[src/rtl/ex_pkg.sv]
// Shared types for the multi-cycle execute unit: operation codes, flag layout, FSM states.
package ex_pkg;

  typedef enum logic [3:0] {
    PASS_B = 4'd0,
    ADD    = 4'd1,
    SUB    = 4'd2,
    AND    = 4'd3,
    ORR    = 4'd4,
    EOR    = 4'd5,
    LSL    = 4'd6,
    LSR    = 4'd7,
    ASR    = 4'd8,
    MUL    = 4'd9,
    UMULH  = 4'd10
  } ex_op_t;

  typedef struct packed {
    logic negative;
    logic zero;
    logic overflow;
    logic carry_out;
  } ex_flags_t;

  typedef enum logic [1:0] {
    IDLE    = 2'd0,
    MUL_RUN = 2'd1,
    MUL_WB  = 2'd2
  } ex_state_t;

  function automatic logic is_mul(ex_op_t op);
    return (op == MUL) || (op == UMULH);
  endfunction

endpackage

[src/rtl/ex_unit_mc_if.sv]
// Issue/result bundle between ID/EX and the execute unit; master drives operations, slave is the unit.
interface ex_unit_mc_if #(
  parameter int WIDTH = 64
);
  import ex_pkg::*;

  localparam int SHAMT_W = $clog2(WIDTH);

  logic               flush;
  logic               in_valid;
  logic               in_ready;
  ex_op_t             op;
  logic [WIDTH-1:0]   data_a;
  logic [WIDTH-1:0]   data_b;
  logic [SHAMT_W-1:0] shamt;
  logic               set_flags_in;
  logic               out_valid;
  logic               out_ready;
  logic [WIDTH-1:0]   result;
  ex_flags_t          flags;
  logic               set_flags_out;
  logic               busy;

  modport master (
    output flush, in_valid, op, data_a, data_b, shamt, set_flags_in, out_ready,
    input  in_ready, out_valid, result, flags, set_flags_out, busy
  );

  modport slave (
    input  flush, in_valid, op, data_a, data_b, shamt, set_flags_in, out_ready,
    output in_ready, out_valid, result, flags, set_flags_out, busy
  );

endinterface

[src/rtl/ex_unit_mc_iter_mult.sv]
// Iterative unsigned multiplier: retires MUL_BITS multiplier bits per run cycle into a
// full-width 2*WIDTH accumulator; last_o flags the final step.
module iter_mult #(
  parameter int WIDTH    = 64,
  parameter int MUL_BITS = 1
) (
  input  logic                 clk,
  input  logic                 reset_n,
  input  logic                 start_i,
  input  logic                 run_i,
  input  logic [WIDTH-1:0]     a_i,
  input  logic [WIDTH-1:0]     b_i,
  output logic                 last_o,
  output logic [2*WIDTH-1:0]   product_o
);

  localparam int STEPS = WIDTH / MUL_BITS;
  localparam int CNT_W = (STEPS > 1) ? $clog2(STEPS) : 1;

  logic [CNT_W-1:0]   count_q, count_d;
  logic [2*WIDTH-1:0] acc_q, acc_d;
  logic [2*WIDTH-1:0] mcand_q, mcand_d;
  logic [WIDTH-1:0]   mplier_q, mplier_d;

  always_comb begin
    count_d  = count_q;
    acc_d    = acc_q;
    mcand_d  = mcand_q;
    mplier_d = mplier_q;
    if (start_i) begin
      count_d  = '0;
      acc_d    = '0;
      mcand_d  = {{WIDTH{1'b0}}, a_i};
      mplier_d = b_i;
    end else if (run_i) begin
      // multiplicand is pre-shifted, so each step is a narrow multiply plus an add
      acc_d    = acc_q + mcand_q * {{(2*WIDTH-MUL_BITS){1'b0}}, mplier_q[MUL_BITS-1:0]};
      count_d  = count_q + CNT_W'(1);
      mcand_d  = mcand_q << MUL_BITS;
      mplier_d = mplier_q >> MUL_BITS;
    end
  end

  always_ff @(posedge clk) begin
    if (!reset_n) begin
      count_q  <= '0;
      acc_q    <= '0;
      mcand_q  <= '0;
      mplier_q <= '0;
    end else begin
      count_q  <= count_d;
      acc_q    <= acc_d;
      mcand_q  <= mcand_d;
      mplier_q <= mplier_d;
    end
  end

  assign last_o    = (count_q == CNT_W'(STEPS - 1));
  assign product_o = acc_q;

endmodule

[src/rtl/ex_unit_mc.sv]
// Multi-cycle execute unit: single-cycle ALU/shifter plus iterative multiply behind a
// valid/ready handshake, with a registered result stage.
//
// state   | meaning
// IDLE    | accepting ops; single-cycle results load directly
// MUL_RUN | multiplier retiring partial products
// MUL_WB  | product ready, waiting for a free output register
module ex_unit_mc
  import ex_pkg::*;
#(
  parameter int WIDTH    = 64,
  parameter int MUL_BITS = 1
) (
  input logic         clk,
  input logic         reset_n,
  ex_unit_mc_if.slave bus
);

  ex_state_t          state_q, state_d;
  logic               valid_q, valid_d;
  logic [WIDTH-1:0]   result_q, result_d;
  ex_flags_t          flags_q, flags_d;
  logic               sfo_q, sfo_d;
  logic               hi_q, hi_d;
  logic               sf_mul_q, sf_mul_d;

  logic               accept, out_free;
  logic               mul_start, mul_run, mul_last;
  logic [2*WIDTH-1:0] mul_prod;
  logic [WIDTH-1:0]   b_eff, alu_res, mul_res;
  logic [WIDTH:0]     sum;
  ex_flags_t          alu_flags, mul_flags;

  always_comb begin
    b_eff     = (bus.op == SUB) ? ~bus.data_b : bus.data_b;
    sum       = {1'b0, bus.data_a} + {1'b0, b_eff} + {{WIDTH{1'b0}}, (bus.op == SUB)};
    alu_res   = bus.data_b;
    alu_flags = '0;
    case (bus.op)
      ADD, SUB: begin
        alu_res             = sum[WIDTH-1:0];
        alu_flags.carry_out = sum[WIDTH];
        alu_flags.overflow  = (bus.data_a[WIDTH-1] == b_eff[WIDTH-1]) &&
                              (sum[WIDTH-1] != bus.data_a[WIDTH-1]);
      end
      AND:     alu_res = bus.data_a & bus.data_b;
      ORR:     alu_res = bus.data_a | bus.data_b;
      EOR:     alu_res = bus.data_a ^ bus.data_b;
      LSL:     alu_res = bus.data_a << bus.shamt;
      LSR:     alu_res = bus.data_a >> bus.shamt;
      ASR:     alu_res = $unsigned($signed(bus.data_a) >>> bus.shamt);
      default: alu_res = bus.data_b;
    endcase
    alu_flags.negative = alu_res[WIDTH-1];
    alu_flags.zero     = (alu_res == '0);
  end

  always_comb begin
    mul_res            = hi_q ? mul_prod[2*WIDTH-1:WIDTH] : mul_prod[WIDTH-1:0];
    mul_flags          = '0;
    mul_flags.negative = mul_res[WIDTH-1];
    mul_flags.zero     = (mul_res == '0);
  end

  assign bus.in_ready = (state_q == IDLE) && (!valid_q || bus.out_ready) && !bus.flush;
  assign accept       = bus.in_valid && bus.in_ready;
  assign out_free     = !valid_q || bus.out_ready;

  always_comb begin
    state_d   = state_q;
    valid_d   = valid_q && !bus.out_ready;
    result_d  = result_q;
    flags_d   = flags_q;
    sfo_d     = sfo_q;
    hi_d      = hi_q;
    sf_mul_d  = sf_mul_q;
    mul_start = 1'b0;
    mul_run   = 1'b0;
    if (bus.flush) begin
      valid_d = 1'b0;
      state_d = IDLE;
    end else begin
      case (state_q)
        IDLE: begin
          if (accept) begin
            if (is_mul(bus.op)) begin
              mul_start = 1'b1;
              hi_d      = (bus.op == UMULH);
              sf_mul_d  = bus.set_flags_in;
              state_d   = MUL_RUN;
            end else begin
              valid_d  = 1'b1;
              result_d = alu_res;
              flags_d  = alu_flags;
              sfo_d    = bus.set_flags_in;
            end
          end
        end
        MUL_RUN: begin
          mul_run = 1'b1;
          if (mul_last) state_d = MUL_WB;
        end
        MUL_WB: begin
          if (out_free) begin
            valid_d  = 1'b1;
            result_d = mul_res;
            flags_d  = mul_flags;
            sfo_d    = sf_mul_q;
            state_d  = IDLE;
          end
        end
        default: state_d = IDLE;
      endcase
    end
  end

  always_ff @(posedge clk) begin
    if (!reset_n) begin
      state_q  <= IDLE;
      valid_q  <= 1'b0;
      result_q <= '0;
      flags_q  <= '0;
      sfo_q    <= 1'b0;
      hi_q     <= 1'b0;
      sf_mul_q <= 1'b0;
    end else begin
      state_q  <= state_d;
      valid_q  <= valid_d;
      result_q <= result_d;
      flags_q  <= flags_d;
      sfo_q    <= sfo_d;
      hi_q     <= hi_d;
      sf_mul_q <= sf_mul_d;
    end
  end

  iter_mult #(
    .WIDTH    (WIDTH),
    .MUL_BITS (MUL_BITS)
  ) u_mult (
    .clk       (clk),
    .reset_n   (reset_n),
    .start_i   (mul_start),
    .run_i     (mul_run),
    .a_i       (bus.data_a),
    .b_i       (bus.data_b),
    .last_o    (mul_last),
    .product_o (mul_prod)
  );

  assign bus.out_valid     = valid_q;
  assign bus.result        = result_q;
  assign bus.flags         = flags_q;
  assign bus.set_flags_out = sfo_q;
  assign bus.busy          = (state_q != IDLE);

endmodule

[src/flat_wrapper.sv]
// flat-port wrapper written by rule: the top's interface ports become plain ports
module ex_unit_mc_flat import ex_pkg::*;
#(
  parameter int WIDTH    = 64,
  parameter int MUL_BITS = 1
)
  (clk, reset_n, bus_flush, bus_in_valid, bus_op, bus_data_a, bus_data_b, bus_shamt, bus_set_flags_in, bus_out_ready, bus_in_ready, bus_out_valid, bus_result, bus_flags, bus_set_flags_out, bus_busy);
  ex_unit_mc_if #(.WIDTH(WIDTH)) bus_i ();
  input logic clk;
  input logic reset_n;
  input wire logic [$bits(bus_i.flush)-1:0] bus_flush;
  input wire logic [$bits(bus_i.in_valid)-1:0] bus_in_valid;
  input wire logic [$bits(bus_i.op)-1:0] bus_op;
  input wire logic [$bits(bus_i.data_a)-1:0] bus_data_a;
  input wire logic [$bits(bus_i.data_b)-1:0] bus_data_b;
  input wire logic [$bits(bus_i.shamt)-1:0] bus_shamt;
  input wire logic [$bits(bus_i.set_flags_in)-1:0] bus_set_flags_in;
  input wire logic [$bits(bus_i.out_ready)-1:0] bus_out_ready;
  output wire logic [$bits(bus_i.in_ready)-1:0] bus_in_ready;
  output wire logic [$bits(bus_i.out_valid)-1:0] bus_out_valid;
  output wire logic [$bits(bus_i.result)-1:0] bus_result;
  output wire logic [$bits(bus_i.flags)-1:0] bus_flags;
  output wire logic [$bits(bus_i.set_flags_out)-1:0] bus_set_flags_out;
  output wire logic [$bits(bus_i.busy)-1:0] bus_busy;
  assign bus_i.flush = bus_flush;
  assign bus_i.in_valid = bus_in_valid;
  assign bus_i.op = bus_op;
  assign bus_i.data_a = bus_data_a;
  assign bus_i.data_b = bus_data_b;
  assign bus_i.shamt = bus_shamt;
  assign bus_i.set_flags_in = bus_set_flags_in;
  assign bus_i.out_ready = bus_out_ready;
  assign bus_in_ready = bus_i.in_ready;
  assign bus_out_valid = bus_i.out_valid;
  assign bus_result = bus_i.result;
  assign bus_flags = bus_i.flags;
  assign bus_set_flags_out = bus_i.set_flags_out;
  assign bus_busy = bus_i.busy;
  ex_unit_mc #(.WIDTH(WIDTH), .MUL_BITS(MUL_BITS)) u_core (.clk(clk), .reset_n(reset_n), .bus(bus_i));
endmodule
[config.mk]
export PLATFORM = sky130hd
export DESIGN_NAME = ex_unit_mc_flat
export DESIGN_NICKNAME = d
export VERILOG_FILES = /design/src/rtl/ex_pkg.sv /design/src/rtl/ex_unit_mc_if.sv /design/src/rtl/ex_unit_mc_iter_mult.sv /design/src/rtl/ex_unit_mc.sv /design/src/flat_wrapper.sv
export SDC_FILE = /design/constraint.sdc
export NUM_CORES = 2
export LEC_CHECK = 0
export BUFFER_PORTS_ARGS = -buffer_cell sky130_fd_sc_hd__buf_2
export CAP_MARGIN = 15
export CORE_MARGIN = 4
export CORE_UTILIZATION = 36
export DETAILED_ROUTE_END_ITERATION = 10
export PLACE_DENSITY = 0.51
export SYNTH_ARGS = -nofsm -noshare
export SYNTH_HDL_FRONTEND = slang
export SYNTH_HIERARCHICAL = 1
export SYNTH_SLANG_ARGS = --single-unit
export TNS_END_PERCENT = 30
[constraint.sdc]
create_clock -name clk -period 7.9 [get_ports clk]
set_clock_uncertainty 0.1 [all_clocks]
set_input_delay 1.58 -clock clk [delete_from_list [all_inputs] [get_ports clk]]
set_output_delay 1.58 -clock clk [all_outputs]
set_load 0.1 [all_outputs]
-- Word-level counts from Yosys, hierarchy flattened
Cells that the tools add are included.
- register bits: 400
- latch bits: 0
- memory bits (writable): 0
- ROM bits: 0
- input bits: 144
- output and inout bits: 72
- memories: 0
- add/sub/neg operators: 4
- $mul: 1
- divide/modulo/power cells: 0
- $lt $le $gt $ge: 0
- equality and inequality tests: 20
- shifts and indexed selects: 3
- mux-type cells: 35
- bitwise gates (word level): 6
- reductions and logical operators: 22
- operators with widths (operator ; count):
    64-bit 2-to-1 mux ; 9
    64-bit case mux with 7 select lines ; 1
    128-bit adder ; 1
    64-bit logical NOT ; 2
    128-bit by 1-bit multiplier with 128-bit output ; 1
    64-bit case mux with 2 select lines ; 1
    64-bit by 64-bit adder with 65-bit output ; 1
    65-bit by 1-bit adder with 65-bit output ; 1
    64-bit bitwise AND ; 1
    64-bit NOT ; 1
    64-bit bitwise OR ; 1
    64-bit by 6-bit left shift with 64-bit output ; 1
    64-bit by 6-bit >> shifter with 64-bit output ; 1
    64-bit by 6-bit >>> shifter with 64-bit output ; 1
    64-bit bitwise XOR ; 1
    4-bit by 3-bit == test with 1-bit output (second input constant) ; 4
    4-bit == test (second input constant) ; 3
    1-bit 2-to-1 mux ; 12
    4-bit 2-to-1 mux ; 3
    2-bit 2-to-1 mux ; 5
    4-bit by 2-bit == test with 1-bit output (second input constant) ; 2
    4-bit case mux with 2 select lines ; 1
    4-bit AND reduction ; 2
    6-bit by 1-bit adder with 6-bit output (second input constant) ; 1
    18 further kinds ; 34

-- Depth between registers and ports, before layout
- word-level depth: 10
- mapped depth: 18
- gate-level depth less buffers: 16

-- Hierarchy
Netlist, hierarchy kept.
- by module, submodules not included (module ; instances ; cells each ; area each (µm²) ; seq. area each (µm²)):
    ex_unit_mc ; 1 ; 3503 ; 26246.4 ; 1461.4
    iter_mult ; 1 ; 2788 ; 21873.5 ; 6526.3

-- Worst setup path before layout
No wires, ideal clock.
- kind: in2reg
- start point: input bus_out_ready
- end point: register u_core.u_mult.mcand_q[63]
- setup time: 115 ps
- arrival: 6478 ps
- data required time: 7685 ps
- setup slack: 1207 ps
- stages: 9
- path buffers: 4
- path through: nor2b_1 nor4_1 and3_1 clkbuf_1 clkbuf_1 clkbuf_1 clkbuf_1 o21ai_0 and2_1
- longest elaborated chain between the ends: 8
- ends and longest elaborated chain (item ; RTL line ; source):
    from (decl) ; flat_wrapper.sv:18 ; input wire logic [$bits(bus_i.out_ready)-1:0] bus_out_ready;
    1-bit logical OR (*) ; ex_unit_mc.sv:65 ; assign bus.in_ready = (state_q == IDLE) && (!valid_q || bus.out_ready) && !bus.flush;
    1-bit logical AND (*) (2 in series) ; ex_unit_mc.sv:65 ;
    named net bus_in_ready ; flat_wrapper.sv:19 ; output wire logic [$bits(bus_i.in_ready)-1:0] bus_in_ready;
    1-bit logical AND (*) ; ex_unit_mc.sv:66 ; assign accept = bus.in_valid && bus.in_ready;
    1-bit 2-to-1 mux (*) ; ex_unit_mc.sv:85 ; if (accept) begin
    1-bit 2-to-1 mux (*) ; ex_unit_mc.sv:83 ; case (state_q)
    1-bit 2-to-1 mux (*) ; ex_unit_mc.sv:79 ; if (bus.flush) begin
    named net u_core.mul_start ; ex_unit_mc.sv:28 ; logic mul_start, mul_run, mul_last;
    64-bit 2-to-1 mux or 2-bit nonzero test (tied branches) ; -- ;
    to (signal assigned) ; ex_unit_mc_iter_mult.sv:53 ; mcand_q <= mcand_d;
    to (decl) ; ex_unit_mc_iter_mult.sv:22 ; logic [2*WIDTH-1:0] mcand_q, mcand_d;
The timed path passes the listed nets; every way through them passes the cells marked *.
A chain may end at the register's enable or synchronous reset.

-- Worst setup path in the final report
- start point: input bus_op[0]
- end point: register u_core.flags_q (netlist bit u_core/bus.flags[2])
- longest elaborated chain between the ends: 9
- ends and longest elaborated chain (item ; RTL line ; source):
    from (decl) ; flat_wrapper.sv:13 ; input wire logic [$bits(bus_i.op)-1:0] bus_op;
    4-bit by 2-bit == test with 1-bit output ; ex_unit_mc.sv:35, ex_unit_mc.sv:36, ex_unit_mc.sv:39 ;
    64-bit 2-to-1 mux ; ex_unit_mc.sv:35 ; b_eff = (bus.op == SUB) ? ~bus.data_b : bus.data_b;
    64-bit by 64-bit adder with 65-bit output ; ex_unit_mc.sv:36 ; sum = {1'b0, bus.data_a} + {1'b0, b_eff} + {{WIDTH{1'b0}}, (bus.op == SUB)};
    65-bit by 1-bit adder with 65-bit output ; ex_unit_mc.sv:36 ;
    64-bit case mux with 7 select lines ; ex_unit_mc.sv:39 ; case (bus.op)
    64-bit logical NOT ; ex_unit_mc.sv:55 ; alu_flags.zero = (alu_res == '0);
    4-bit 2-to-1 mux ; ex_unit_mc.sv:86 ; if (is_mul(bus.op)) begin
    4-bit 2-to-1 mux ; ex_unit_mc.sv:85 ;
    4-bit case mux with 2 select lines ; ex_unit_mc.sv:83 ;
    to (signal assigned) ; ex_unit_mc.sv:130 ; flags_q <= flags_d;
    to (decl) ; ex_unit_mc.sv:22 ; ex_flags_t flags_q, flags_d;
Several ways; a longest one is shown, not always the timed one. The select of a mux whose other input is x is not followed.

==> impl_metrics.ini <==
[die]
rows = 133
die_area_um2 = 140000
die_w_um = 374
initial_core_util_pct = 36.4
core_area_um2 = 132000
boundaryPins = 216
die_y_um = 374

[sta]
relSlewSlack_pct = 11.0
drv_slew = 0
setup_violations = 0
min_period_ns = 6.61
fin_setup_tns_ns = 0
max_freq_mhz = 151
rsz0062_at_grt = false
tightestPinTransition_ns = 1.32
timing.final.crit_share_pct = 83.6
final_hold_viol_count = 0

[yosys]
ys.flop_type = dfxtp_1
synth-seq-area-share_pct = 16.6
synth.distinct_cells = 120
syn_nets = 6771
yosysWarningCount = 6
synth_largest_area_cell = dfxtp_1
syn-mean-instance-area_um2 = 7.65
synth_cells = 6291
synth_top_area_share_pct = 16.6
synthArstFlopShare_pct = 0
synth_edf_count = 0
ys_top_cells_by_area = dfxtp_1 (17%), mux2i_1 (10%), ha_1 (8.7%)
syn-cell-area_um2 = 48100
synth_seq_cells = 399

[clock_tree]
cts_tree = yes
max-clock-path-buffers = 3
cts_resized = 0
post-cts-setup-buffer-count = 0
clock_sinks = 399
ctsHoldBuffers = 0
clockRootBuffer = clkbuf_16
clock_latency_ns = 0.67
cts_inserted_buffers = 52
h-tree-depth = 2
clk_pin_slew_ns = 0.06

[power]
p_sw_share_pct = 40.6
power_leakage_uw = 0.0205
p_int_uw = 4320
p_per_area_nw_per_um2 = 138
power_frac_comb_pct = 36.6
ir_worst_vdd_mv = 0.170
p_clk_share_pct = 35.0
p_total_uw = 7280
p_seq_share_pct = 28.5
p_sw_uw = 2960

[routing]
wl_per_cell_um = 37.3
first_iter_violations = 7440
avgViaCountPerCell = 6.62
vias = 53500
postRouteAntennaNets = 0
drtPass1Iterations = 6
wl_mm = 302
route.detailed.drc = 0

[critical_path]
cp-end-kind = flop
startpoint_type = input pin
path_delay_family = simple AND/OR/NAND/NOR gates
path_cells = buf_2, nor4b_2, buf_12, buf_4, xnor2_1, ha_1, nand4_1, or4_1, a2111oi_0, o41ai_1, a211oi_2, o211ai_1, a2111oi_1, nand4_1, nor4_1, buf_4, nand4_1, o21ai_1
path_common_cell = nand4_1
crit_fanout = 35
path_buf_inv = 4
crit_arrival_ns = 7.09
cp.required_ns = 8.38
crit_path_top_delay_cell = nor4_1
cp_slowest_stage_delay_ns = 0.63
worstSetupPathType = in -> reg

[status]
outcome = complete, no violations

[hold_path]
min_path_type = reg -> reg

[global_route]
grt_pass1_vias = 50300
grt_usage_pct = 41.1
grt_overflow_total = 0
grt_start_max_net_pins = 159
antenna_found_initial = 31
grt_pass1_wl_mm = 412

[placed_design]
port_buffers = 215
place_congestion = 1.08
hpwl_mm = 237

[finish]
area_growth_pct = 10.0
drive_above_1_share_pct = 13.6
fin_nets = 6747

[flow_run]
maxCapViolCount = 0
==> path summary, 6_finish.rpt <==
| path | from | to | slack (ns) | cells after the start |
|---|---|---|---|---|
| hold reg to reg | u_core/bus.result[13]$_SDFFE_PN0P_ | u_core/bus.result[13]$_SDFFE_PN0P_ | 0.36 | 2 |
| setup reg to reg | u_core/u_mult/mplier_q[0]$_SDFFE_PN0P_ | u_core/u_mult/product_o[101]$_SDFFE_PP0P_ | 2.32 | 15 |
| hold / removal | u_core/bus.result[13]$_SDFFE_PN0P_ | u_core/bus.result[13]$_SDFFE_PN0P_ | 0.36 | 2 |
| setup / recovery | bus_op[0] | u_core/bus.flags[2]$_SDFFE_PN0P_ | 1.29 | 18 |
==> flip-flops by register name, summed over array words and instances, names as in the netlist <==
name / flops
u_core/bus.flags: 3
u_core/bus.out_valid: 1
u_core/bus.result: 64
u_core/state_q: 2
u_core/u_mult/count_q: 6
u_core/bus.set_flags_out: 1
u_core/sf_mul_q: 1
u_core/u_mult/mcand_q: 128
u_core/hi_q: 1
u_core/u_mult/mplier_q: 64
u_core/u_mult/product_o: 128
==> logic make-up (layout without fill, tap and decap cells) <==
logic type	after synthesis	count (layout)	synth area share, %
and+or+nand+nor	2145	2145	21.3
buffers and inverters	713	731	6.39
other	0	23	0
adders and majority gates	336	336	8.77
DFF	399	399	16.6
AOI/OAI and AO/OA	1767	1767	24.0
xor gates and xnor gates	215	215	3.91
muxes	716	716	19.0
==> Yosys cell counts (18+ instances only) <==
cell      count
buf_2        74
o22ai_1      45
nand2b_1     52
inv_1       199
and3_1       37
o221ai_1     40
a221oi_1     43
xor2_1       50
o21ai_0     442
o211ai_1     69
mux2_2       80
o31ai_1      21
mux2i_1     485
a31oi_1      38
buf_4        24
mux4_2      144
a221o_1      18
nor2b_1      36
o21ai_1      30
ha_1        334
nand3_1     102
o21bai_1     45
a211oi_1     84
buf_1        49
nand2_1     663
or2_2        19
xnor2_1     165
or3_1        30
dfxtp_1     399
and2_1      285
a21o_1       90
nor4_1       36
a22oi_1      68
clkbuf_1    336
o21a_1       37
nor3_1      116
nor2_1      579
nand4_1     106
a21oi_1     428
==> placed cells by master, fill, tap and decap left out, types with 52 or more instances in the layout <==
cell / n
a211oi_1: 84
a21o_1: 90
a21oi_1: 426
a22oi_1: 68
and2_1: 285
buf_2: 211
buf_4: 209
clkbuf_16: 52
dfxtp_1: 397
ha_1: 334
inv_1: 197
mux2_2: 80
mux2i_1: 485
mux4_2: 144
nand2_1: 662
nand3_1: 102
nand4_1: 106
nor2_1: 577
nor3_1: 113
o211ai_1: 69
o21ai_0: 442
xnor2_1: 163
==> routing by layer <==
metal | vias up | part of all wire, % | global-route usage (%)
met5 | - | 0.030 | 0
met4 | 14 | 9.0 | 30.0
met3 | 940 | 8.9 | 8.81
met2 | 3295 | 43 | 63.5
met1 | 26200 | 39 | 50.3
li1 | 23100 | - | -
==> layout make-up <==
| type | count | area [um^2] |
|---|---|---|
| antenna | 23 | 57.6 |
| clock buffer | 70 | 1470 |
| clock inverter | 26 | 349 |
| fill | 13900 | 79200 |
| inverter | 202 | 762 |
| multi-input combinational | 5179 | 37200 |
| sequential | 399 | 8000 |
| tap | 1755 | 2200 |
| timing repair buffer | 433 | 2860 |
==> power groups by stage <==
stage	sequential [uW]	clock, uW	combinational, uW
final	2070	2540	2660
after global placement	2120	0	2560
after detailed placement	2120	0	2540
after floorplan	2280	0	1310
after CTS	2070	2600	2550
after global routing	2070	2680	2710
==> worst register-to-register path: cells and delay by family, from the launching register on <==
family / cells / cell delay [ns]
and+or+nand+nor: 6 / 1.40
AOI/OAI and AO/OA: 7 / 2.34
DFF: 1 / 0.75
adders and majority gates: 1 / 0.28
buffers and inverters: 1 / 0.61
==> through the flow <==
stage	setup slack (ns)	util [%]	instances	area [um^2]	hold slack, ns
6_report	1.29	40.1	8087	52900	0.358
5_1_grt	1.09	40.0	8064	52900	0.389
4_1_cts	1.56	40.0	8063	52900	0.361
3_5_place_dp	0.922	38.6	7967	51000	0.350
3_3_place_gp	0.905	38.6	7964	51000	0.340
2_1_floorplan	1.21	-	6291	48100	0.338
Note: power is estimated with default switching activity, not from simulation.
